$ cat config.mk
export PLATFORM = sky130hd
export DESIGN_NAME = lif_spike_decoder
export DESIGN_NICKNAME = d
export VERILOG_FILES = /design/src/rtl/lif_spike_decoder.sv
export SDC_FILE = /design/constraint.sdc
export NUM_CORES = 1
export LEC_CHECK = 0
export CELL_PAD_IN_SITES_DETAIL_PLACEMENT = 1
export CELL_PAD_IN_SITES_GLOBAL_PLACEMENT = 1
export CORE_MARGIN = 3
export CORE_UTILIZATION = 47
export CTS_BUF_LIST = sky130_fd_sc_hd__clkbuf_4
export CTS_CLUSTER_SIZE = 30
export DETAILED_ROUTE_END_ITERATION = 8
export PLACE_DENSITY = 0.9
export SLEW_MARGIN = 5
export SYNTH_ARGS = -nofsm -noshare
export SYNTH_HDL_FRONTEND = slang
export SYNTH_SLANG_ARGS = --single-unit
$ cat constraint.sdc
create_clock -name clk -period 3.8 [get_ports clk]
set_input_delay 0.76 -clock clk [delete_from_list [all_inputs] [get_ports clk]]
set_output_delay 0.76 -clock clk [all_outputs]
set_load 0.01 [all_outputs]
$ cat src/rtl/lif_spike_decoder.sv
// lif_spike_decoder
//
// Turns a neuron spike train back into numbers. Two independent measurements
// are made from the rising edges of `spike`:
//   - rate: spikes counted over a fixed window of WINDOW enabled cycles,
//     saturating, with a sticky overflow flag for the window.
//   - isi : clock cycles between the two most recent rising edges,
//     saturating.
//
// Interface model: every output is a register. The *_valid outputs are
// single-cycle pulses that mark a fresh value in the matching data register.
// There is no ready/back-pressure; a consumer that needs every sample must
// capture it in the pulse cycle. The data registers hold between pulses.
//
// Ports:
//   clk        in   rising-edge clock
//   rst        in   synchronous active-high reset (priority over en/edge)
//   en         in   measurement enable; low freezes counters and pulses
//   spike      in   spike level; each 0->1 transition is one spike
//   rate       out  [RATE_W] spikes in the last completed window (saturating)
//   rate_valid out  one-cycle pulse when rate/rate_ovf update
//   rate_ovf   out  last completed window saturated
//   isi        out  [ISI_W] cycles between the last two spikes (saturating)
//   isi_valid  out  one-cycle pulse when isi updates

module lif_spike_decoder #(
  parameter int unsigned WINDOW = 1000,
  parameter int unsigned RATE_W = 8,
  parameter int unsigned ISI_W  = 16
) (
  input  logic              clk,
  input  logic              rst,
  input  logic              en,
  input  logic              spike,
  output logic [RATE_W-1:0] rate,
  output logic              rate_valid,
  output logic              rate_ovf,
  output logic [ISI_W-1:0]  isi,
  output logic              isi_valid
);

  localparam int unsigned       WIN_W    = (WINDOW > 1) ? $clog2(WINDOW) : 1;
  localparam logic [WIN_W-1:0]  WIN_LAST = WIN_W'(WINDOW - 1);
  localparam logic [RATE_W-1:0] RATE_MAX = '1;
  localparam logic [ISI_W-1:0]  ISI_MAX  = '1;

  // IDLE: no spike seen since reset, so there is no interval to measure yet.
  typedef enum logic {
    ST_IDLE = 1'b0,
    ST_RUN  = 1'b1
  } isi_state_e;

  isi_state_e        state_q, state_d;
  logic              spike_q, spike_d;
  logic [WIN_W-1:0]  win_q, win_d;
  logic [RATE_W-1:0] acc_q, acc_d;
  logic              ovf_acc_q, ovf_acc_d;
  logic [ISI_W-1:0]  tmr_q, tmr_d;
  logic [RATE_W-1:0] rate_q, rate_d;
  logic              rate_valid_q, rate_valid_d;
  logic              rate_ovf_q, rate_ovf_d;
  logic [ISI_W-1:0]  isi_q, isi_d;
  logic              isi_valid_q, isi_valid_d;

  logic              spike_edge;
  logic              win_last;
  logic [RATE_W-1:0] acc_sum;
  logic              ovf_now;
  logic [ISI_W-1:0]  tmr_inc;

  always_comb begin
    // spike_q tracks spike even while disabled, so a level that rose during
    // en=0 is not mistaken for a fresh edge once en returns.
    spike_edge = spike & ~spike_q & en;
    win_last   = (win_q == WIN_LAST);

    // Accumulator value including this cycle's edge, saturating.
    acc_sum = (spike_edge && (acc_q != RATE_MAX)) ? acc_q + 1'b1 : acc_q;
    // Sticky overflow: set when the count reaches the ceiling, or when an
    // edge arrives while already at the ceiling (both make acc_sum == MAX).
    ovf_now = ovf_acc_q | (spike_edge & (acc_sum == RATE_MAX));

    tmr_inc = (tmr_q == ISI_MAX) ? ISI_MAX : tmr_q + 1'b1;
  end

  always_comb begin
    spike_d      = spike;
    win_d        = win_q;
    acc_d        = acc_q;
    ovf_acc_d    = ovf_acc_q;
    tmr_d        = tmr_q;
    state_d      = state_q;
    rate_d       = rate_q;
    rate_valid_d = 1'b0;
    rate_ovf_d   = rate_ovf_q;
    isi_d        = isi_q;
    isi_valid_d  = 1'b0;

    if (en) begin
      win_d = win_last ? '0 : win_q + 1'b1;

      // Window close: an edge in the last cycle still belongs to the
      // closing window, so the loaded value already includes it.
      if (win_last) begin
        rate_d       = acc_sum;
        rate_ovf_d   = ovf_now;
        rate_valid_d = 1'b1;
        acc_d        = '0;
        ovf_acc_d    = 1'b0;
      end else begin
        acc_d     = acc_sum;
        ovf_acc_d = ovf_now;
      end

      case (state_q)
        ST_IDLE: begin
          if (spike_edge) begin
            tmr_d   = '0;
            state_d = ST_RUN;
          end
        end
        ST_RUN: begin
          // tmr counts cycles since the previous edge minus one, so tmr+1
          // is the edge-to-edge distance in cycles.
          if (spike_edge) begin
            isi_d       = tmr_inc;
            isi_valid_d = 1'b1;
            tmr_d       = '0;
          end else begin
            tmr_d = tmr_inc;
          end
        end
        default: state_d = ST_IDLE;
      endcase
    end
  end

  always_ff @(posedge clk) begin
    if (rst) begin
      state_q      <= ST_IDLE;
      spike_q      <= 1'b0;
      win_q        <= '0;
      acc_q        <= '0;
      ovf_acc_q    <= 1'b0;
      tmr_q        <= '0;
      rate_q       <= '0;
      rate_valid_q <= 1'b0;
      rate_ovf_q   <= 1'b0;
      isi_q        <= '0;
      isi_valid_q  <= 1'b0;
    end else begin
      state_q      <= state_d;
      spike_q      <= spike_d;
      win_q        <= win_d;
      acc_q        <= acc_d;
      ovf_acc_q    <= ovf_acc_d;
      tmr_q        <= tmr_d;
      rate_q       <= rate_d;
      rate_valid_q <= rate_valid_d;
      rate_ovf_q   <= rate_ovf_d;
      isi_q        <= isi_d;
      isi_valid_q  <= isi_valid_d;
    end
  end

  assign rate       = rate_q;
  assign rate_valid = rate_valid_q;
  assign rate_ovf   = rate_ovf_q;
  assign isi        = isi_q;
  assign isi_valid  = isi_valid_q;

endmodule

==> impl_results.md, run 1 <==
- Initial antenna violation count: 0
- CTS tree: done
- Hold Crit Class: reg -> reg
- Total Neg Setup Slack: 0 ns
- RSZ-0062 raised after global routing: no
- Area Growth Syn to Fin: 16.0%
- Die Width: 87.2 µm
- Post-synthesis sequential element count: 64
- Total die area: 7610 µm²
- Hold EP: rate[6]$_SDFFE_PP0P_
- Commonest non-fill, non-tap cell in the layout: dfxtp_1
- Fillers: 756
- Number of global-route vias before repair: 2904
- Routed Antenna Nets: 0
- Routed wire length: 8.87 mm
- Most frequent cells in the layout: 64 x dfxtp_1, 60 x nor2_1, 32 x nand2_1
- Max rail drop VDD: 0.211 mV
- Comb power frac: 0.053
- DRT iter0 DRCs: 245
- FF/Latch Area: 1280 µm²
- Sequential element share of the synthesized area: 0.413
- GR Util All Layers: 0.249
- Layout cells sized above 1: 0.0803
- Crit path time final: 2.66 ns
- Most used DFF post-synth: dfxtp_1
- Row cnt: 28
- WP data required: 4.16 ns
- Synth top area cells: dfxtp_1 41%, nor2_1 7.3%, a21oi_1 4.4%
- Postcts setup bufs: 0
- Fin. max-slew vios: 0
- Sink Count: 64
- Post-synth EDFFs: 0
- GP Congestion: 0.907
- Clk_skew: 0.0138 ns
- TritonCTS Buffers: 9
- Register-to-Register Path Depth: 7
- Clock Tree Root: clkbuf_4
- Die height: 87.2 µm
- Initial Util: 0.503
- LEAKAGE: 1.25 nW
- Power Total: 1.29 mW
- Vias/cell: 6.02
- Internal power: 0.973 mW
- Fin crit share: 0.701
- Routed length per instance: 18.2 µm
- Cell Chain, Critical Path: clkdlybuf4s50_1, nand4b_2, or4_1, a311oi_1, a41oi_1, a211oi_2
- Hold Crit Depth: 2
- Pwr Density: 360 nW/µm²
- Clock Latency Late Sink: 0.43 ns
- Synth unique cells: 52
- HPWL Detailed: 6.06 mm
- Number of I/O port buffers: 30
- Relative slew margins: 0.572
- CP startpoint kind: primary input
- CORE AREA: 6170 µm²
- Sw frac: 0.247
- Data arrival time of the worst path: 3.02 ns
- Flop pwr share: 0.529
- Area of the multi-input gates: 1680 µm²
- Non-filler cells, final: 486
- Part of the power in the clock network: 0.418
- Crit Path Class: in -> reg
- CP max stage delay: 0.80 ns
- CTS Hold Bufs: 0
- Max frequency: 376 MHz
- # diodes: 0
- Family with the most delay on the worst path: buffers and inverters
- Reg clk slew, reported paths: 0.10 ns
- Post-placement cell count: 470
- Pre-CTS setup slack: 0.722 ns
- Max Cap Violations: 0
- Net Sw Power: 0.320 mW
- Total congestion overflow: 0
- Hold Worst Slack: 0.476 ns
- Status: finished clean
- Fin. Hold Viols: 0
- R2r startpoint: tmr_q[0]$_SDFFE_PP0P_
- Worst R2R End: isi[3]$_SDFFE_PP0P_
- Syn. warnings: 0
- Syn avg cell area: 8.16 µm²
- Pin count of the biggest net entering global routing: 42
- Post-synth top area cell: dfxtp_1
- Syn Nets: 387
- Max Fanout on Critical Path: 14
- Crit path buf inv count: 1
- First-pass GRT wire length: 14.7 mm
- 1st-pass router iterations: 4
- Mapped cell area: 3100 µm²
- H-tree levels: 3
- NumNets Final: 413
- Ys async rst share: 0
- Post-synth top area share: 0.413
- Tightest Pin Transition: 0.638 ns
- Via count: 2926
- R2R Setup Slk: 1.40 ns
- Post-CTS sizing: 0
- Hold Startpoint: rate[6]$_SDFFE_PP0P_
- Mapped Cells: 380
- Clock Path Buffers: 2
- IO Pins: 31
- Worst setup margin: 1.14 ns
- Setup-failing EPs final: 0
- DRC: 0
- CP max stage cell: clkdlybuf4s50_1
- Critical Path End Type: flop
[logic make-up (layout without fill, tap and decap cells)]
group | count (synthesis) | count (layout) | synth area share
AOI/OAI and AO/OA | 90 | 90 | 0.186
xor gates and xnor gates | 20 | 20 | 0.0565
adders and majority gates | 3 | 3 | 0.0121
buffers and inverters | 31 | 62 | 0.0436
DFF | 64 | 64 | 0.413
muxes | 5 | 5 | 0.0165
and+or+nand+nor | 167 | 167 | 0.272
[layout make-up]
class,count,area share
Multi-Input combinational cell,285,0.468
Sequential cell,64,0.356
Timing Repair Buffer,36,0.0946
Tap cell,75,0.0261
Clock inverter,6,0.0233
Clock buffer,10,0.0209
Inverter,10,0.0104
[routing by layer]
metal  GRT usage  wire length [µm]  vias to the layer above  share of wire
li1            -                 -                     1401              -
met1       0.351              4140                     1427           0.47
met2       0.382              4010                       76           0.45
met3      0.0360               484                       22          0.055
met4       0.105               231                        0          0.026
met5           0                 0                        -              0
[flip-flops by register name (all words and copies together) (netlist names)]
register,cells
isi,16
tmr_q,16
win_q,10
acc_q,8
rate,8
isi_valid,1
ovf_acc_q,1
rate_ovf,1
rate_valid,1
spike_q,1
state_q,1
[metrics by stage]
stage	instance area (µm²)	util
after global routing	3600	0.583
final	3600	0.583
after CTS	3600	0.583
after global placement	3440	0.557
after floorplan	3100	-
after detailed placement	3440	0.557
[synthesized netlist by cell type (all sizes together), types with 2 or more instances]
cell type / instances
dfxtp: 64
nor2: 60
nand2: 33
a21oi: 27
o21ai: 24
nor3: 16
a311oi: 12
clkbuf: 11
xnor2: 11
buf: 10
inv: 10
nand4: 10
and3: 9
nand3: 9
xor2: 9
nor2b: 7
a22oi: 6
a211oi: 5
nand2b: 5
a21o: 4
mux2i: 4
nor4: 4
and2: 3
ha: 3
o31a: 3
or4: 3
o211ai: 2
or2: 2
[worst max-delay path by stage]
| stage | end | slack [ns] | depth (start not counted) | startpoint |
|---|---|---|---|---|
| finish | rate_ovf$_SDFFE_PP0P_ | 1.14 | 6 | en |
| global route | rate_ovf$_SDFFE_PP0P_ | 1.03 | 6 | en |
| CTS | rate_ovf$_SDFFE_PP0P_ | 1.14 | 6 | en |
| global placement | rate_ovf$_SDFFE_PP0P_ | 0.80 | 6 | en |
| floorplan | rate_ovf$_SDFFE_PP0P_ | 1.80 | 5 | en |
| detailed placement | rate_ovf$_SDFFE_PP0P_ | 0.72 | 6 | en |
[power groups by stage]
| stage | Clock, mW | Combinational, mW | Sequential [mW] |
|---|---|---|---|
| final | 0.540 | 0.0688 | 0.684 |
| after global routing | 0.566 | 0.0763 | 0.686 |
| after global placement | 0 | 0.0641 | 0.699 |
| after CTS | 0.547 | 0.0686 | 0.684 |
| after floorplan | 0 | 0.0421 | 0.700 |
| after detailed placement | 0 | 0.0671 | 0.699 |
[tightest hold or removal path, stage by stage, from the launching register on]
cell and delay [ns]:
dfxtp_1 0.33, nand2_1 0.05, a21oi_1 0.06
Note: power is estimated with default switching activity, not from simulation.
==> run 2, diff against run 1 <==
CORE_UTILIZATION = 40   (was 47)
PLACE_DENSITY = 0.82   (was 0.9)
clock period = 2.3 ns   (was 3.8 ns; I/O delays follow)
==> impl_results.md, run 2 (synthesis gave the netlist of run 1 again) <==
- Via count: 2971 (+1.5%)
- Total congestion overflow: 0 (unchanged)
- Relative slew margins: 0.699 (+0.127)
- DRC: 0 (unchanged)
- Pin count of the biggest net entering global routing: 28 (-33%)
- Clk_skew: 0.0140 ns (+0.000189 ns)
- Hold EP: win_q[0]$_SDFFE_PP0P_
- Max Fanout on Critical Path: 4 (-10)
- Fin. max-slew vios: 0 (unchanged)
- Setup-failing EPs final: 0 (unchanged)
- Max Cap Violations: 0 (unchanged)
- Vias/cell: 5.63 (-6.5%)
- Max rail drop VDD: 0.337 mV (+60%)
- DRT iter0 DRCs: 179 (-27%)
- 1st-pass router iterations: 4 (unchanged)
- Row cnt: 31 (+11%)
- Hold Crit Class: in -> reg
- Register-to-Register Path Depth: 6 (-1)
- GR Util All Layers: 0.201 (-0.0480)
- CP max stage delay: 0.52 ns (-0.28 ns)
- Critical Path End Type: flop
- Clock Tree Root: clkbuf_4
- Worst R2R End: rate_ovf$_SDFFE_PP0P_
- Number of I/O port buffers: 30 (unchanged)
- Crit path buf inv count: 1 (unchanged)
- R2R Setup Slk: 0.24 ns (-1.16 ns)
- Fin. Hold Viols: 0 (unchanged)
- CP max stage cell: clkdlybuf4s50_1
- Status: finished clean
- Most frequent cells in the layout: 63 x dfxtp_1, 60 x nor2_1, 32 x nand2_1
- Commonest non-fill, non-tap cell in the layout: dfxtp_1
- CP startpoint kind: primary input
- GP Congestion: 0.834 (-8.1%)
- Routed length per instance: 15.9 µm (-13%)
- # diodes: 0 (unchanged)
- Die Width: 94.0 µm (+7.8%)
- Max frequency: 484 MHz
- HPWL Detailed: 6.23 mm (+3.0%)
- TritonCTS Buffers: 9 (unchanged)
- CTS tree: done
- Crit Path Class: in -> reg
- NumNets Final: 433 (+4.8%)
- Pwr Density: 498 nW/µm² (+39%)
- Clock Path Buffers: 2 (unchanged)
- Hold Crit Depth: 2 (unchanged)
- LEAKAGE: 1.33 nW (+6.4%)
- Number of global-route vias before repair: 2889 (-0.52%)
- Initial antenna violation count: 0 (unchanged)
- Family with the most delay on the worst path: compound AO/OA/AOI/OAI gates
- IO Pins: 31 (unchanged)
- Crit path time final: 2.06 ns
- CORE AREA: 7370 µm² (+20%)
- Post-placement cell count: 514 (+9.4%)
- WP data required: 2.62 ns (-1.54 ns)
- Routed wire length: 8.40 mm (-5.2%)
- First-pass GRT wire length: 14.2 mm (-3.2%)
- Cell Chain, Critical Path: clkdlybuf4s50_1, nand4b_2, or4_1, a311oi_1, a41oi_1, a211oi_2
- Tightest Pin Transition: 0.448 ns (-0.190 ns)
- Total die area: 8840 µm² (+16%)
- RSZ-0062 raised after global routing: no
- Clock Latency Late Sink: 0.39 ns (-0.04 ns)
- Postcts setup bufs: 0 (unchanged)
- Die height: 94.0 µm (+7.8%)
- H-tree levels: 3 (unchanged)
- Data arrival time of the worst path: 2.39 ns (-0.63 ns)
- Layout cells sized above 1: 0.126 (+0.0456)
- R2r startpoint: acc_q[1]$_SDFFE_PP0P_
- Non-filler cells, final: 528 (+8.6%)
- Area Growth Syn to Fin: 21.0%
- Initial Util: 0.421 (-0.0821)
- Reg clk slew, reported paths: 0.10 ns (about the same)
- Sink Count: 64 (unchanged)
- Total Neg Setup Slack: 0 ns (unchanged)
- Fin crit share: 0.898
- Routed Antenna Nets: 0 (unchanged)
- Hold Startpoint: rst
-- run 2: repair_timing --
item | 4_1_cts | 5_1_grt
gates resized for setup | 0 | 2
hold buffers | 0 | 0
setup endpoints to repair | 0 | 2
-- run 2: power by group --
group	total (mW)	internal, mW	switching, mW
clock	0.611	0.243	0.368
sequential	1.13	1.12	0.00956
combinational	0.128	0.0527	0.0757
total	1.87	1.42	0.453
-- run 2: worst max path at each step --
stage / start / end / slack [ns] / cells past startpoint
floorplan: acc_q[0]$_SDFFE_PP0P_ / rate_ovf$_SDFFE_PP0P_ / 0.47 / 6
finish: en / rate_ovf$_SDFFE_PP0P_ / 0.24 / 6
CTS: acc_q[0]$_SDFFE_PP0P_ / rate_ovf$_SDFFE_PP0P_ / 0.13 / 6
detailed placement: spike / rate_ovf$_SDFFE_PP0P_ / -0.14 / 6
global placement: en / rate_ovf$_SDFFE_PP0P_ / -0.03 / 6
global route: acc_q[1]$_SDFFE_PP0P_ / rate_ovf$_SDFFE_PP0P_ / 0.07 / 6
-- run 2: final cells by class --
type                            instances  area (µm²)
Timing Repair Buffer                   56         515
Inverter                               10        37.5
Clock inverter                          2        8.76
Sequential cell                        64        1280
Clock buffer                           12        90.1
Multi-Input combinational cell        285        1690
Tap cell                               99         124
Fill cell                             911        3620
-- run 2: through the flow --
| stage | power [mW] | area [µm²] | setup WS [ns] | utilization | hold WS, ns |
|---|---|---|---|---|---|
| floorplan | 1.23 | 3100 | 0.469 | - | 0.437 |
| global placement | 1.28 | 3650 | -0.0294 | 0.495 | 0.441 |
| detailed placement | 1.28 | 3650 | -0.137 | 0.495 | 0.444 |
| CTS | 1.90 | 3750 | 0.126 | 0.508 | 0.431 |
| global route | 1.97 | 3750 | 0.0672 | 0.509 | 0.454 |
| finish | 1.87 | 3750 | 0.236 | 0.509 | 0.446 |
-- run 2: worst register-to-register path, delay by kind of cell (launching register included) --
kind            cells  cell delay (ns)
fa+ha+maj           1             0.29
compound gates      4             1.14
simple gates        1             0.14
flops               1             0.42
-- run 2: layer usage --
layer	GRT usage	up-vias	wire length, µm
met3	0.0449	11	316
met5	0	-	0
met2	0.315	55	3920
met1	0.277	1457	4050
li1	-	1448	-
met4	0.0578	0	113
==> run 3, diff against run 2 <==
CORE_UTILIZATION = 47   (was 40)
PLACE_DENSITY = 0.9   (was 0.82)
clock period = 2.55 ns   (was 2.3 ns; I/O delays follow)
==> impl_results.md, run 3 (synthesis gave the netlist of run 1 again) <==
- Relative slew margins: 0.211 (-0.487)
- HPWL Detailed: 6.13 mm (-1.6%)
- Max Fanout on Critical Path: 9 (+5)
- Max frequency: 431 MHz
- Post-CTS sizing: 0 (unchanged)
- NumNets Final: 417 (-3.7%)
- Fillers: 780 (-14%)
- RSZ-0062 raised after global routing: no
- Crit Path Class: reg -> reg
- Comb power frac: 0.058 (-0.011)
- 1st-pass router iterations: 4 (unchanged)
- Data arrival time of the worst path: 2.64 ns (+0.25 ns)
- Row cnt: 28 (-9.7%)
- Setup-failing EPs final: 0 (unchanged)
- Crit path buf inv count: 1 (unchanged)
- Hold Crit Class: in -> reg
- Max rail drop VDD: 0.271 mV (-20%)
- Number of global-route vias before repair: 2994 (+3.6%)
- CTS Hold Bufs: 0 (unchanged)
- Fin. max-slew vios: 0 (unchanged)
- Top sig layer: met4
- IO Pins: 31 (unchanged)
- Worst setup margin: 0.228 ns (-0.00789 ns)
- TritonCTS Buffers: 9 (unchanged)
- Routed wire length: 8.63 mm (+2.7%)
- Commonest non-fill, non-tap cell in the layout: dfxtp_1
- Wire length on met2: 3.95 mm (+0.82%)
- Total congestion overflow: 0 (unchanged)
- First-pass GRT wire length: 14.8 mm (+4.7%)
- Die height: 87.2 µm (-7.3%)
- DRC: 0 (unchanged)
- Tightest Pin Transition: 1.17 ns (+0.727 ns)
- CP max stage delay: 0.46 ns (-0.06 ns)
- WL met1: 4.18 mm (+3.2%)
- Clk_skew: 0.0131 ns (-0.000857 ns)
- Vias/cell: 6.01 (+6.8%)
- Area Growth Syn to Fin: 16.0%
- Sw frac: 0.248 (+0.00568)
- GP Congestion: 0.861 (+3.3%)
- Net Sw Power: 0.449 mW (-0.86%)
- Fin. Hold Viols: 0 (unchanged)
- GR Util All Layers: 0.247 (+0.0452)
- Initial Util: 0.503 (+0.0821)
- Status: finished clean
- Most frequent cells in the layout: 64 x dfxtp_1, 60 x nor2_1, 32 x nand2_1
- Pre-CTS setup slack: -0.0323 ns (+0.105 ns)
- Via count: 2944 (-0.91%)
- Fin crit share: 0.911
- CP startpoint kind: flop
- CTS tree: done
- Initial antenna violation count: 0 (unchanged)
- Crit path time final: 2.32 ns
- Cell Chain, Critical Path: ha_1, nand3_1, nor3_2, and3_1, inv_2, a311oi_1
- DRT iter0 DRCs: 162 (-9.5%)
- Placement Cell Area: 3470 µm² (-5.0%)
- Part of the power in the clock network: 0.379 (+0.052)
- Postcts setup bufs: 0 (unchanged)
- Pwr Density: 503 nW/µm² (+1.0%)
- Sink Count: 64 (unchanged)
- CP max stage cell: dfxtp_1
- Routed length per instance: 17.6 µm (+11%)
- WP data required: 2.87 ns (+0.25 ns)
- Die Width: 87.2 µm (-7.3%)
- Clock Tree Root: clkbuf_4
- Total Neg Setup Slack: 0 ns (unchanged)
- Total die area: 7610 µm² (-14%)
- Internal power: 1.36 mW (-3.9%)
- Max Cap Violations: 0 (unchanged)
- Layout cells sized above 1: 0.0867 (-0.0391)
- Clock Latency Late Sink: 0.42 ns (+0.03 ns)
- Pin count of the biggest net entering global routing: 46 (+64%)
- Flop pwr share: 0.563 (-0.041)
- Family with the most delay on the worst path: simple AND/OR/NAND/NOR gates
- H-tree levels: 3 (unchanged)
- WL met3: 380 µm (+20%)
- # diodes: 0 (unchanged)
- Routed Antenna Nets: 0 (unchanged)
- LEAKAGE: 1.27 nW (-4.9%)
- CORE AREA: 6170 µm² (-16%)
- Critical Path End Type: flop
- Fin area: 3600 µm² (-4.1%)
- Clock Path Buffers: 2 (unchanged)
- Number of I/O port buffers: 30 (unchanged)
- Reg clk slew, reported paths: 0.11 ns (about the same)
## run 3: routing by layer
metal | global-route usage | vias to the layer above
li1 | - | 1414
met1 | 0.348 | 1452
met2 | 0.380 | 67
met3 | 0.0435 | 11
met4 | 0.0823 | 0
met5 | 0 | -
## run 3: cell type report
type | instances | area [µm²] | share of cell area
Sequential cell | 64 | 1280 | 0.356
Clock buffer | 11 | 82.6 | 0.0230
Clock inverter | 5 | 47.5 | 0.0132
Timing Repair Buffer | 40 | 370 | 0.103
Inverter | 10 | 37.5 | 0.0104
Multi-Input combinational cell | 285 | 1680 | 0.468
Tap cell | 75 | 93.8 | 0.0261
## run 3: path summary, 6_finish.rpt
| kind | from | cells past startpoint | end | slack, ns |
|---|---|---|---|---|
| setup / recovery | tmr_q[0]$_SDFFE_PP0P_ | 6 | isi[2]$_SDFFE_PP0P_ | 0.23 |
| hold reg to reg | rate[6]$_SDFFE_PP0P_ | 2 | rate[6]$_SDFFE_PP0P_ | 0.46 |
| setup reg to reg | tmr_q[0]$_SDFFE_PP0P_ | 6 | isi[2]$_SDFFE_PP0P_ | 0.23 |
| hold / removal | rst | 2 | rate_valid$_SDFF_PP0_ | 0.41 |
## run 3: power by group through the flow
stage	clock, mW	combinational, mW	sequential (mW)
after floorplan	0	0.0627	1.04
after global placement	0	0.0990	1.04
after detailed placement	0	0.104	1.04
after CTS	0.694	0.105	1.02
after global routing	0.749	0.115	1.02
final	0.686	0.105	1.02
## run 3: worst reg2reg max path, delay by kind of cell (launching register included)
family                   cells  cell delay [ns]
AND/OR/NAND/NOR              3             0.93
buffers and inverters        1             0.17
AO/OA/AOI/OAI                1             0.36
adder cells (fa/ha/maj)      1             0.30
flip-flops                   1             0.46
## run 3: stage by stage
step	cells	total power, mW	util	hold slack (ns)
2_1_floorplan	380	1.11	-	0.437
3_3_place_gp	474	1.14	0.562	0.443
3_5_place_dp	474	1.15	0.562	0.455
4_1_cts	490	1.82	0.583	0.396
5_1_grt	490	1.89	0.583	0.415
6_report	490	1.81	0.583	0.411
==> RTL change, RTL diff (settings of run 2) <==
`ISI_W`: 16 -> 32.
--- a/src/rtl/lif_spike_decoder.sv
+++ b/src/rtl/lif_spike_decoder.sv
@@ -28,3 +28,3 @@
   parameter int unsigned RATE_W = 8,
-  parameter int unsigned ISI_W  = 16
+  parameter int unsigned ISI_W  = 32
 ) (
Interface: changed (resized isi); port bits go from 31 to 47. The function was not compared with the original's and may differ.
==> RTL change against run 2 <==
  * Final area up 62%
  * Sequential cell count up 32
  * Utilization up 0.63 points
  * Die area up 55%
  * Synthesized area up 60%
  * Non-clock buffer count up 46
  * Sequential share of layout area down 2.4 points
  * Global-route usage up 3.5 points
  * Maximum frequency down 4.1%
  * Combinational power up 65%
  * Total power up 57%
  * Wire length up 82%
  * Setup slack worse by 0.088 ns
  * Sequential power up 50%
  * Largest power group unchanged
==> RTL change: results (changes against run 2) <==
- Worst-path clk slew: 0.15 ns (+0.05 ns)
- CP max-delay cell: or4_1
- Top delay family on crit path: simple AND/OR/NAND/NOR gates
- Pin count of the biggest net entering global routing: 63 (+130%)
- Initial DRC count: 350 (+96%)
- Port bufs: 46 (+53%)
- Clock Skew: 0.0122 ns (-0.00175 ns)
- VDD IR-drop max: 249 µV (-26%)
- Worst skew pair latency: 0.48 ns (+0.09 ns)
- Seq/Total Area, Yosys: 0.388 (-0.0249)
- Leakage: 1.98 nW (+49%)
- Fillers: 1415 (+55%)
- Global-route wire length before repair: 25.5 mm (+80%)
- Detail Placement HPWL: 11.3 mm (+81%)
- Critical path arrival: 2.54 ns (+0.15 ns)
- Ratio of cells with drive above 1 in the final layout: 0.141 (+0.0155)
- Vias per std cell: 5.75 (+2.2%)
- Sw Ratio: 0.250 (+0.00712)
- WL final: 15.3 mm (+82%)
- Vias in the first global route: 5014 (+74%)
- Dpl ws: -0.0802 ns (+0.0568 ns)
- RePlAce Congestion: 0.919 (+10%)
- Nets: 681 (+57%)
- Top cells by count, synth: dfxtp_1, nor2_1, nand2_1
- Slew HR: 0.637 (-0.0615)
- Status: complete, no violations
-- RTL change: logic make-up (layout without fill, tap and decap cells) --
logic type | count (synthesis) | count (layout) | share of synthesized area
buf+inv | 53 | 123 | 0.0437
mux | 9 | 9 | 0.0185
simple gates | 277 | 277 | 0.293
xor+xnor | 32 | 32 | 0.0566
compound gates | 139 | 139 | 0.192
fa+ha+maj | 3 | 3 | 0.00759
flops | 96 | 96 | 0.388
-- RTL change: path summary, 6_finish.rpt --
path	from	end	slack, ns	cells after the start
worst max-delay path	tmr_q[4]$_SDFFE_PP0P_	isi[15]$_SDFFE_PP0P_	0.15	6
worst min-delay path	rst	state_q$_SDFFE_PP0P_	0.37	2
worst max register to register	tmr_q[4]$_SDFFE_PP0P_	isi[15]$_SDFFE_PP0P_	0.15	6
worst min register to register	rate[5]$_SDFFE_PP0P_	rate[5]$_SDFFE_PP0P_	0.46	2
-- RTL change: cell type report --
| class | instances | area share |
|---|---|---|
| multi-input cells | 460 | 0.471 |
| flip-flops and latches | 96 | 0.318 |
| inverters | 5 | 0.00310 |
| clock buffers | 9 | 0.0112 |
| well taps | 164 | 0.0339 |
| clock inverters | 7 | 0.0142 |
| repair buffers | 102 | 0.149 |
-- RTL change: power by group through the flow --
stage	sequential [mW]	clock, mW	combinational, mW
after CTS	1.70	1.06	0.210
after detailed placement	1.74	0	0.210
after floorplan	1.74	0	0.110
after global routing	1.71	1.12	0.231
final	1.70	1.02	0.211
after global placement	1.74	0	0.200
-- RTL change: layer usage --
metal  global-route usage  part of all wire  vias to the layer above
li1                     -                 -                     2352
met1                0.302              0.45                     2361
met2                0.399              0.49                      110
met3               0.0334             0.040                       24
met4               0.0963             0.023                        0
met5                    0                 0                        -
-- RTL change: repair_timing --
action | in CTS | in global routing
gates resized for setup | 1 | 10
endpoints found under the setup margin | 1 | 30
buffers inserted | 0 | 0
-- RTL change: through the flow --
stage,TNS [ns],std cells,hold slack [ns],cell area (µm²)
2_1_floorplan,0,609,0.431,4950
3_3_place_gp,0,827,0.439,5860
3_5_place_dp,-0.190,827,0.444,5860
4_1_cts,0,843,0.338,6020
5_1_grt,0,843,0.365,6060
6_report,0,843,0.369,6060
